`config.mk`:
```
export PLATFORM = sky130hd
export DESIGN_NAME = mem_burst_initiator
export DESIGN_NICKNAME = d
export VERILOG_FILES = /design/src/rtl/mem_burst_initiator.sv
export SDC_FILE = /design/constraint.sdc
export NUM_CORES = 1
export LEC_CHECK = 0
export ABC_AREA = 0
export ABC_CLOCK_PERIOD_IN_PS = 5100
export BUFFER_PORTS_ARGS = -buffer_cell sky130_fd_sc_hd__buf_2
export CORE_MARGIN = 3
export CORE_UTILIZATION = 51
export CTS_CLUSTER_DIAMETER = 120
export DETAILED_ROUTE_END_ITERATION = 10
export PLACE_DENSITY = 0.76
export SYNTH_ARGS = -nofsm -noshare
export SYNTH_HDL_FRONTEND = slang
export SYNTH_SLANG_ARGS = --single-unit
```
`constraint.sdc`:
```
create_clock -name clock -period 5.1 [get_ports clock]
set_input_delay 0.51 -clock clock [delete_from_list [all_inputs] [get_ports clock]]
set_output_delay 0.51 -clock clock [all_outputs]
set_load 0.05 [all_outputs]
```
`src/rtl/mem_burst_initiator.sv`:
```
`default_nettype none
// ============================================================================
// Module   : mem_burst_initiator
// Purpose  : Burst initiator for the word-indexed RAM helper port; read data
//            returns through a skid FIFO. Optional checks: MEM_BURST_INITIATOR_ASSERT_EN
// Revision : 1.0 - initial release
// ============================================================================
module mem_burst_initiator #(
    parameter int              LEN_W      = 8,
    parameter int              FIFO_DEPTH = 4,
    parameter longint unsigned MEM_WORDS  = 64'd536870912
) (
    input  logic             clock,
    input  logic             reset,
    input  logic             req_valid,
    output logic             req_ready,
    input  logic             req_write,
    input  logic [63:0]      req_addr,
    input  logic [LEN_W-1:0] req_len,
    input  logic             wdata_valid,
    output logic             wdata_ready,
    input  logic [63:0]      wdata,
    input  logic [7:0]       wstrb,
    output logic             rdata_valid,
    input  logic             rdata_ready,
    output logic [63:0]      rdata,
    output logic             rdata_last,
    output logic             done,
    output logic             err,
    output logic             mem_enable,
    output logic             mem_r_enable,
    output logic [63:0]      mem_r_index,
    input  logic [63:0]      mem_r_data,
    output logic             mem_w_enable,
    output logic [63:0]      mem_w_index,
    output logic [63:0]      mem_w_data,
    output logic [63:0]      mem_w_mask
);

    localparam int          c_ptr_w     = $clog2(FIFO_DEPTH);
    localparam int          c_cnt_w     = c_ptr_w + 1;
    localparam int          c_beat_w    = LEN_W + 1;
    localparam logic [64:0] c_mem_words = {1'b0, 64'(MEM_WORDS)};

    typedef enum logic [2:0] {
        S_IDLE   = 3'd0,
        S_READ   = 3'd1,
        S_RDRAIN = 3'd2,
        S_WRITE  = 3'd3,
        S_RESP   = 3'd4
    } state_t;

    state_t                r_state;
    state_t                w_state_nxt;
    logic                  r_en;
    logic [63:0]           r_base;
    logic [c_beat_w-1:0]   r_beats;
    logic [c_beat_w-1:0]   r_issued;
    logic [c_beat_w-1:0]   r_written;
    logic [c_beat_w-1:0]   r_popped;
    logic                  r_err;
    logic                  r_inflight;
    logic [63:0]           r_fifo [FIFO_DEPTH];
    logic [c_ptr_w-1:0]    r_wr_ptr;
    logic [c_ptr_w-1:0]    r_rd_ptr;
    logic [c_cnt_w-1:0]    r_count;

    logic                  w_req_fire;
    logic [c_beat_w-1:0]   w_req_beats;
    logic [64:0]           w_base65;
    logic [64:0]           w_last65;
    logic                  w_range_ok;
    logic                  w_fifo_empty;
    logic                  w_pop;
    logic                  w_push;
    logic                  w_rd_issue;
    logic                  w_wr_fire;
    logic [c_beat_w-1:0]   w_popped_nxt;
    logic [c_beat_w-1:0]   w_beats_m1;
    logic [63:0]           w_mask;
    logic                  w_unused_addr_lsbs;

    assign w_unused_addr_lsbs = ^req_addr[2:0];

    assign req_ready    = r_en && (r_state == S_IDLE);
    assign w_req_fire   = req_valid && req_ready;
    assign w_req_beats  = {1'b0, req_len} + c_beat_w'(1);
    assign w_base65     = {4'b0000, req_addr[63:3]};
    // Last word index in 65 bits so a base near 2^61 cannot wrap into range
    assign w_last65     = w_base65 + {{(65 - c_beat_w){1'b0}}, w_req_beats} - 65'd1;
    assign w_range_ok   = (w_last65 < c_mem_words);

    assign w_beats_m1   = r_beats - c_beat_w'(1);
    assign w_fifo_empty = (r_count == '0);
    assign w_pop        = !w_fifo_empty && rdata_ready;
    assign w_push       = r_inflight;
    assign w_popped_nxt = r_popped + {{(c_beat_w - 1){1'b0}}, w_pop};

    // Count the beat already in flight so its push can never overflow the FIFO
    assign w_rd_issue   = (r_state == S_READ) &&
                          ((int'(r_count) + int'(r_inflight)) < FIFO_DEPTH);
    assign w_wr_fire    = (r_state == S_WRITE) && wdata_valid;

    for (genvar k = 0; k < 8; k++) begin : g_mask
        assign w_mask[8*k +: 8] = {8{wstrb[k]}};
    end

    assign wdata_ready  = (r_state == S_WRITE);
    assign mem_enable   = r_en;
    assign mem_r_enable = w_rd_issue;
    assign mem_r_index  = w_rd_issue ? (r_base + 64'(r_issued)) : 64'd0;
    assign mem_w_enable = w_wr_fire;
    assign mem_w_index  = w_wr_fire ? (r_base + 64'(r_written)) : 64'd0;
    assign mem_w_data   = w_wr_fire ? wdata : 64'd0;
    assign mem_w_mask   = w_wr_fire ? w_mask : 64'd0;

    assign rdata_valid  = !w_fifo_empty;
    assign rdata        = w_fifo_empty ? 64'd0 : r_fifo[r_rd_ptr];
    assign rdata_last   = !w_fifo_empty && (r_popped == w_beats_m1);
    assign done         = (r_state == S_RESP);
    assign err          = (r_state == S_RESP) && r_err;

    always_comb begin
        w_state_nxt = r_state;
        case (r_state)
            S_IDLE: begin
                if (w_req_fire) begin
                    if (!w_range_ok)    w_state_nxt = S_RESP;
                    else if (req_write) w_state_nxt = S_WRITE;
                    else                w_state_nxt = S_READ;
                end
            end
            S_READ: begin
                if (w_rd_issue && (r_issued == w_beats_m1)) w_state_nxt = S_RDRAIN;
            end
            S_RDRAIN: begin
                if (w_popped_nxt == r_beats) w_state_nxt = S_RESP;
            end
            S_WRITE: begin
                if (w_wr_fire && (r_written == w_beats_m1)) w_state_nxt = S_RESP;
            end
            S_RESP:  w_state_nxt = S_IDLE;
            default: w_state_nxt = S_IDLE;
        endcase
    end

    always_ff @(posedge clock) begin
        if (reset) begin
            r_state    <= S_IDLE;
            r_en       <= 1'b0;
            r_base     <= 64'd0;
            r_beats    <= '0;
            r_issued   <= '0;
            r_written  <= '0;
            r_popped   <= '0;
            r_err      <= 1'b0;
            r_inflight <= 1'b0;
            r_wr_ptr   <= '0;
            r_rd_ptr   <= '0;
            r_count    <= '0;
        end else begin
            r_state    <= w_state_nxt;
            r_en       <= 1'b1;
            r_inflight <= w_rd_issue;
            if (w_req_fire) begin
                r_base    <= {3'b000, req_addr[63:3]};
                r_beats   <= w_req_beats;
                r_err     <= !w_range_ok;
                r_issued  <= '0;
                r_written <= '0;
                r_popped  <= '0;
            end
            if (w_rd_issue) r_issued  <= r_issued + c_beat_w'(1);
            if (w_wr_fire)  r_written <= r_written + c_beat_w'(1);
            if (w_pop)      r_popped  <= w_popped_nxt;
            if (w_push)     r_wr_ptr  <= r_wr_ptr + c_ptr_w'(1);
            if (w_pop)      r_rd_ptr  <= r_rd_ptr + c_ptr_w'(1);
            r_count <= r_count + c_cnt_w'(w_push) - c_cnt_w'(w_pop);
        end
    end

    always_ff @(posedge clock) begin
        if (w_push) r_fifo[r_wr_ptr] <= mem_r_data;
    end

`ifdef MEM_BURST_INITIATOR_ASSERT_EN
    logic              r_chk_stall;
    logic              r_chk_write;
    logic [63:0]       r_chk_addr;
    logic [LEN_W-1:0]  r_chk_len;

    always_ff @(posedge clock) begin
        if (reset) begin
            r_chk_stall <= 1'b0;
            r_chk_write <= 1'b0;
            r_chk_addr  <= 64'd0;
            r_chk_len   <= '0;
        end else begin
            r_chk_stall <= req_valid && !req_ready;
            r_chk_write <= req_write;
            r_chk_addr  <= req_addr;
            r_chk_len   <= req_len;
            if (r_chk_stall && (!req_valid || (req_write != r_chk_write) ||
                                (req_addr != r_chk_addr) || (req_len != r_chk_len)))
                $fatal(1, "mem_burst_initiator: request changed while stalled");
            if (w_push && !w_pop && (int'(r_count) == FIFO_DEPTH))
                $fatal(1, "mem_burst_initiator: read FIFO overflow");
            if (mem_r_enable && (mem_r_index >= MEM_WORDS))
                $fatal(1, "mem_burst_initiator: read index out of range");
            if (mem_w_enable && (mem_w_index >= MEM_WORDS))
                $fatal(1, "mem_burst_initiator: write index out of range");
            if (mem_r_enable && mem_w_enable)
                $fatal(1, "mem_burst_initiator: read and write strobes together");
        end
    end
`else
    // Checks compiled out; datapath and control are unchanged.
`endif

endmodule
`default_nettype wire

```
Word-level counts from Yosys, hierarchy flattened
Memory sizes are Yosys's and may differ from the RTL's. A register that Yosys moved wholly into a read port is not among the register bits.
Index checks and enable logic that the tools add are counted.
Widths: inputs -> output; s select.

operators by class
  add/sub/neg operators = 14
  order comparisons = 2
  eq/ne operators = 12
  multiplexer cells = 21
  reductions and logical operators = 17

operator list
  cell                   count
  $mux 64                3
  $add 61x9->62          3
  $mux 62                2
  $lt 65x30->1 const B   1
  $sub 62x1->63 const B  1
  $eq 9x9->1             4
  $mux 9                 4
  $add 9x1->9 const B    2
  $mux 3                 5
  $pmux 3 s4             1
  $add 8x1->9 const B    1
  $add 9x1->9            1
  $logic_and 1x1->1      9
  $sub 9x1->9 const B    1
  $eq 3x2->1 const B     2
  $logic_not 3->1        2
  $mux 2                 3
  $reduce_bool 2->1      3
  $add 2x1->2 const B    2
  $add 3x1->4            1
  $lt 4x3->1 const B     1
  $ne 2x1->1 const B     2
  $ne 2x2->1 const B     2
  $reduce_and 4->1       1
  6 further kinds        9

storage, ports and cells
  register bits after elaboration = 110
  RAM bits = 256
  memories = 1

memories
  name    words  bits a word  rd ports  clocked after Yosys merged registers in  write ports  RTL line  RTL
  r_fifo  4      64           1         1                                        1            63        logic [63:0] r_fifo [FIFO_DEPTH];

Depth between registers and ports, before layout
Gate-level depths: netlist (run 1).

  word-level depth = 7
  mapped depth = 18

Worst setup path before layout (run 1)
OpenSTA, ideal clock, no wires.

  path type = reg2out
  start = register r_written[0]
  end = output port mem_w_index[48]
  arrival time = 3513 ps
  setup slack = 1077 ps
  cell stages (with the launch flop) = 15
  cell sequence = dfxtp_1 > ha_1 > fa_1 > a21o_1 > a21oi_1 > o21bai_1 > a21oi_1 > o21bai_1 > a21oi_1 > o21bai_1 > nand4_1 > clkbuf_1 > clkbuf_1 > o21ai_0 > a21oi_1

on the way
  longest elaborated chain between the ends = 2

ends and longest elaborated chain
  what                      RTL line  RTL
  start: declaration        59        logic [c_beat_w-1:0] r_written;
  start signal: assignment  174       if (w_wr_fire) r_written <= r_written + c_beat_w'(1);
  $add 61x9->62             113       assign mem_w_index = w_wr_fire ? (r_base + 64'(r_written)) : 64'd0;
  $mux 62                   113
  end: declaration          35        output logic [63:0] mem_w_index,

No other way between the ends.

Final worst setup path (run 1)
  start = register r_base[18]
  end = output port mem_r_index[53]

on the way
  longest elaborated chain between the ends = 2

ends and longest elaborated chain
  what                      RTL line  RTL
  start: declaration        56        logic [63:0] r_base;
  start signal: assignment  166       r_base <= {3'b000, req_addr[63:3]};
  $add 61x9->62             111       assign mem_r_index = w_rd_issue ? (r_base + 64'(r_issued)) : 64'd0;
  $mux 62                   111
  end: declaration          32        output logic [63:0] mem_r_index,

No other way between the ends.

==> flow_summary_export.csv, run 1 <==
group,metric,value,unit
hold_path,holdPathStages,1,
logic_synthesis,synth-async-reset-ratio,0,%
logic_synthesis,synth-edff-count,256,
setup_path,reg2reg_to,"r_state[2]",
cts,cts_hold_buf,0,
setup_path,cp-start-kind,"flop",
drt,drc,0,
layout,final_area,27200,um2
sta,timing_hold_violations_final,0,
layout,final_cell_mix,"buf_2, nand2_1, edfxtp_1",
floorplan,initial_utilization,51.9,%
place,dp_hpwl,57900,um
cts,clockRootBuffer,"clkbuf_16",
place,postPlaceCellArea,25800,um2
cts,clk_latency,560,ps
place,io_buffers,535,
cts,cts_buffers,41,
drt,wl_per_cell,22.2,um
logic_synthesis,yosysWarnings,0,
sta,period_needed,4910,ps
sta,max_slew.worst_pin.slew,1070,ps
layout,area_growth,17.8,%
logic_synthesis,ys_seq_area_share,43.0,%
logic_synthesis,ys_types,82,
sta,fmax,0.204,GHz
sta,fin_skew,15.3,ps
power,swShare,39.9,%
sta,tns,0,ps
cts,clock_sinks,368,
setup_path,r2r_start,"r_count[1]",
power,pwr-share-seq,34.9,%
power,p_leak,10.8,nW
grt,antenna_found_initial,10,
setup_path,worstSetupPathType,"reg -> out",
setup_path,rr_worst_depth,16,
grt,grt-ovfl-total,0,
logic_synthesis,ys.flop_type,"edfxtp_1",
hold_path,hold_path.class,"in -> reg",
power,clock_power_share,27.8,%
grt,gr-usage-all-layers,31.2,%
cts,cts_tree,"built",
power,powerDensity,391,nW/um2
logic_synthesis,ys_seq_elements,368,
sta,period_share,96.2,%
power,total_power,10.6,mW
grt,grt_pass1_wl,116000,um
floorplan,die_x,219,um
logic_synthesis,syn_area_per_cell,9.42,um2
power,internal_power,6.39,mW
floorplan,num_io_pins,543,
drt,drtAntennaViolNets,0,
setup_path,cp_data_arrival_time,4400,ps
layout,fin_nets,3184,
place,pre_cts_slack,39.0,ps
power,p_sw,4.24,mW
drt,viasPerCell,6.01,
grt,grt_max_degree,83,
run_status,outcome,"completed",
layout,final_common_cell,"buf_2",
cts,path_clk_slew,60,ps
power,peakVddDrop,0.387,mV
floorplan,die_y,219,um
floorplan,rows,77,
cts,htreeDepth,2,
drt,wirelength,77600,um
sta,drv_slew,0,
layout,drive_gt1_share,25.0,%
sta,maxSlewHeadroom,28.6,%
setup_path,required,4590,ps
setup_path,cp-endpoint,"mem_r_index[53]",
setup_path,crit_start,"r_base[18]",
cts,clk_path_buf_depth,3,
setup_path,endpoint_kind,"primary output",
sta,setup_viol,0,
floorplan,core,44500,um2
job,drv_cap,0,
grt,grt_pass1_vias,19600,
drt,dr.pass1.iters,7,
setup_path,worstPathMaxFanout,7,
logic_synthesis,netlist_area,23100,um2
drt,routed-via-count,21000,
setup_path,r2r_slack,910,ps
logic_synthesis,synthCells,2454,
place,gp_congestion,1.04,
layout,utilization,61.1,%
floorplan,design.die.area,47900,um2
sta,rsz0062_at_grt,"false",
sta,layout_setup_ws,192,ps
power,pwr-share-comb,37.3,%
drt,dr.first_iter.drc_count,2128,
==> per-layer routing <==
layer | part of all wire (%) | global-route usage, % | routed length (um)
met5 | 0.017 | 0 | 13
met4 | 3.5 | 10.5 | 2690
met3 | 8.2 | 5.46 | 6380
met2 | 47 | 50.3 | 36400
met1 | 41 | 42.9 | 32200
==> flip-flops by register name, indices dropped and copies added, names as in the netlist, named ones only <==
register    cells
mem_enable      1
r_rd_ptr        2
r_base         61
r_count         3
r_state         3
r_fifo        256
r_err           1
r_popped        9
r_beats         9
r_issued        9
r_written       9
r_wr_ptr        2
r_inflight      1
==> worst min-delay path by stage <==
stage | start | to | slack (ps)
global route | mem_r_data[0] | r_fifo[1][0] | 130
global placement | r_base[6] | r_base[6] | 490
detailed placement | r_base[6] | r_base[6] | 500
finish | mem_r_data[29] | r_fifo[1][29] | 150
CTS | mem_r_data[29] | r_fifo[1][29] | 120
floorplan | r_base[0] | r_base[0] | 460
==> Yosys cell counts, types with 8 or more instances <==
cell type    n  share of area [%]
nor3_1      70                1.5
a31oi_1      9               0.24
xor2_1      46                1.7
edfxtp_1   256                 33
buf_4       61                2.0
xnor2_1    111                4.2
a211oi_1    18               0.58
mux4_2      64                6.2
o21ai_0    111                2.4
nor4_1      36               0.97
nand2_1    261                4.2
a21o_1      10               0.32
and3_1      15               0.41
dfxtp_1    112                9.7
ha_1       101                5.5
o211ai_1    15               0.49
a21oi_1    211                4.6
or3_1       45                1.2
and2_1     151                4.1
nor2b_1     13               0.35
o31ai_1      8               0.26
o21a_1      10               0.32
inv_1      116                1.9
buf_1       15               0.24
nand4_1     64                1.7
nor2_1     216                3.5
clkbuf_1   118                1.9
o21bai_1    22               0.71
nand3_1     60                1.3
==> critical path, stage by stage, from the launching register on <==
cell      delay, ps
dfxtp_1         530
nand4_2         230
or4_4           600
or4_4           560
clkinv_1         70
nand3_2         130
nor3_1          240
nand2_1         170
or3_1           400
nor3_2          260
xnor2_1          90
nor2_1          240
clkbuf_4        300
==> power by group through the flow <==
| stage | Combinational [mW] | Sequential, mW | Clock, mW |
|---|---|---|---|
| 2_1_floorplan | 3.05 | 3.55 | 0 |
| 3_3_place_gp | 3.87 | 3.75 | 0 |
| 3_5_place_dp | 3.92 | 3.76 | 0 |
| 4_1_cts | 3.96 | 3.70 | 3.01 |
| 5_1_grt | 4.22 | 3.74 | 3.13 |
| 6_report | 3.96 | 3.71 | 2.96 |
==> cell type report <==
type,count,area [um2]
inverters,118,443
multi-input cells,1772,11800
clock buffers,51,1080
well taps,592,741
fillers,3766,17300
diodes,11,27.5
clock inverters,25,284
flip-flops and latches,368,9930
repair buffers,565,2910
==> timing repair <==
item,in CTS,in global routing
resized for setup,0,2
setup buffers,0,0
setup endpoints to repair,0,1
==> cells by family after synthesis <==
family	count (synthesis)	synth area share, %
simple gates	980	21.1
compound gates	456	11.5
flops	368	43.0
buf+inv	317	6.17
xor+xnor	157	5.95
fa+ha+maj	104	5.73
mux	71	6.55
other cells	1	0.0162
==> metrics by stage <==
step | hold WS, ps | std cells
floorplan | 458 | 2457
global placement | 488 | 3415
detailed placement | 499 | 3415
CTS | 120 | 3491
global route | 130 | 3500
finish | 150 | 3502
Power figures use the tool's default switching activity.
==> inputs of run 2 (changes only) <==
--- a/config.mk
+++ b/config.mk
@@ -8,11 +8,13 @@
 export ABC_AREA = 0
 export ABC_CLOCK_PERIOD_IN_PS = 5100
 export BUFFER_PORTS_ARGS = -buffer_cell sky130_fd_sc_hd__buf_2
+export CELL_PAD_IN_SITES_DETAIL_PLACEMENT = 0
+export CELL_PAD_IN_SITES_GLOBAL_PLACEMENT = 1
 export CORE_MARGIN = 3
-export CORE_UTILIZATION = 51
+export CORE_UTILIZATION = 42
 export CTS_CLUSTER_DIAMETER = 120
 export DETAILED_ROUTE_END_ITERATION = 10
-export PLACE_DENSITY = 0.76
+export PLACE_DENSITY_LB_ADDON = 0.1
 export SYNTH_ARGS = -nofsm -noshare
 export SYNTH_HDL_FRONTEND = slang
 export SYNTH_SLANG_ARGS = --single-unit
==> flow_summary_export.csv, run 2 (synthesis results as in run 1) <==
group,metric,value,unit
grt,antenna_found_initial,17,
setup_path,max_stage_delay,600,ps
hold_path,hold_path.class,"in -> reg",
setup_path,cp_slowest_cell,"or4_4",
hold_path,whs_endpoint,"r_fifo[1][36]",
layout,nFillCells,5087,
layout,drive_gt1_share,24.6,%
layout,utilization,50.3,%
grt,grt_pass1_vias,19200,
sta,max_slew.worst_pin.slew,1070,ps
power,swShare,39.5,%
sta,maxSlewHeadroom,28.7,%
drt,wirelength,80400,um
power,peakVddDrop,0.268,mV
place,io_buffers,535,
drt,wl_per_cell,22.3,um
cts,clockRootBuffer,"clkbuf_16",
cts,path_clk_slew,60,ps
setup_path,crit_chain,"nand4_2, or4_4, or4_4, clkinv_1, nand3_2, or3_4, or4_4, nor3_2, xnor2_1, nor2_1, buf_2",
sta,tns,0,ps
cts,cts_tree,"built",
layout,final_cell_mix,"buf_2, nand2_1, edfxtp_1",
grt,grt_max_degree,86,
place,gp_congestion,0.900,
drt,top_layer,"met5",
drt,dr_wl_met3,5640,um
setup_path,required,4590,ps
layout,fin_nets,3179,
floorplan,initial_utilization,42.7,%
setup_path,cp_data_arrival_time,4150,ps
power,powerDensity,385,nW/um2
cts,cts_setup_buffers,0,
grt,gr-usage-all-layers,26.7,%
grt,grt-ovfl-total,0,
power,clock_power_share,27.1,%
layout,final_area,27200,um2
setup_path,r2r_start,"r_count[1]",
cts,clk_path_buf_depth,3,
cts,clk_latency,550,ps
setup_path,worstSetupPathType,"reg -> out",
power,internal_power,6.33,mW
floorplan,die_y,241,um
power,pwr-share-comb,37.6,%
sta,timing_hold_violations_final,0,
cts,cts_buffers,39,
setup_path,cp-start-kind,"flop",
setup_path,endpoint_kind,"primary output",
power,p_leak,10.7,nW
sta,drv_slew,0,
sta,setup_viol,0,
drt,drc,0,
sta,fmax,0.215,GHz
floorplan,rows,85,
layout,final_common_cell,"buf_2",
drt,drtAntennaViolNets,0,
cts,cts_resized,0,
drt,dr.first_iter.drc_count,1494,
sta,rsz0062_at_grt,"false",
job,drv_cap,0,
cts,htreeDepth,2,
setup_path,reg2reg_to,"r_state[2]",
run_status,outcome,"completed",
power,pwr-share-seq,35.3,%
floorplan,die_x,241,um
sta,period_share,91.3,%
layout,regMostFlops,"r_fifo",
drt,dr.pass1.iters,5,
power,p_sw,4.14,mW
place,postPlaceCellArea,25900,um2
grt,grt_pass1_wl,118000,um
sta,fin_skew,25.5,ps
setup_path,rr_worst_depth,15,
drt,route.met2.wl,36500,um
hold_path,holdPathStages,1,
layout,largest_reg_flops,256,
power,total_power,10.5,mW
cts,clock_sinks,368,
setup_path,r2r_slack,840,ps
floorplan,core,54100,um2
sta,period_needed,4660,ps
setup_path,path_common_cell,"or4_4",
layout,top_regs,"r_fifo: 256 flops, r_base: 61 flops",
drt,m1WireLength,36200,um
place,dp_hpwl,63100,um
hold_path,hp-start,"mem_r_data[36]",
setup_path,worstPathMaxFanout,6,
drt,routed-via-count,20400,
floorplan,num_io_pins,543,
cts,cts_hold_buf,0,
drt,viasPerCell,5.67,
floorplan,design.die.area,57900,um2
layout,area_growth,17.8,%
-- run 2: changes by cell type in the layout (fill, tap and decap cells not counted), moves of 2 or more --
cell,previous run,this run
and2_2,4,1
clkinv_4,3,1
diode_2,11,13
and2_4,0,3
clkinv_2,8,5
clkbuf_16,41,39
buf_4,31,28
clkinv_8,2,0
clkinv_1,7,10
-- run 2: stage by stage --
stage	hold slack (ps)	cells	setup slack, ps
finish	176	3599	445
global route	154	3594	168
CTS	142	3586	454
detailed placement	481	3516	28.8
global placement	479	3516	97.2
floorplan	458	2457	1080
-- run 2: critical path: cells and delay by family (launching register included) --
| kind | cells | cell delay [ps] |
|---|---|---|
| DFF | 1 | 520 |
| xor gates and xnor gates | 1 | 80 |
| and+or+nand+nor | 8 | 2630 |
| buffers and inverters | 2 | 370 |
-- run 2: area by class of cell --
type,count,area (um2),area share [%]
clock inverter,22,254,0.933
timing repair buffer,562,2880,10.6
multi-input combinational,1772,11800,43.3
clock buffer,48,1020,3.75
antenna,13,32.5,0.119
sequential,368,9930,36.5
inverter,118,443,1.63
tap,696,871,3.20
-- run 2: power by group through the flow --
stage,registers [mW],clock network [mW],logic [mW]
final,3.70,2.83,3.94
after global routing,3.73,3.01,4.24
after CTS,3.70,2.90,3.97
after detailed placement,3.76,0,3.96
after global placement,3.75,0,3.94
after floorplan,3.55,0,3.05
-- run 2: metal layers --
layer	vias up	global-route usage, %
met4	12	7.03
met1	9957	38.1
met2	773	42.3
li1	9564	-
met3	109	4.54
met5	-	0
-- run 2: how the worst max path moves through the flow --
| stage | startpoint | end | slack [ps] | depth (start not counted) |
|---|---|---|---|---|
| 2_1_floorplan | r_written[0] | mem_w_index[48] | 1080 | 14 |
| 3_3_place_gp | req_len[4] | r_err | 100 | 20 |
| 3_5_place_dp | req_len[4] | r_err | 30 | 20 |
| 4_1_cts | r_base[20] | mem_w_index[53] | 450 | 12 |
| 5_1_grt | r_written[0] | mem_w_index[22] | 170 | 13 |
| 6_report | r_base[19] | mem_r_index[55] | 440 | 11 |
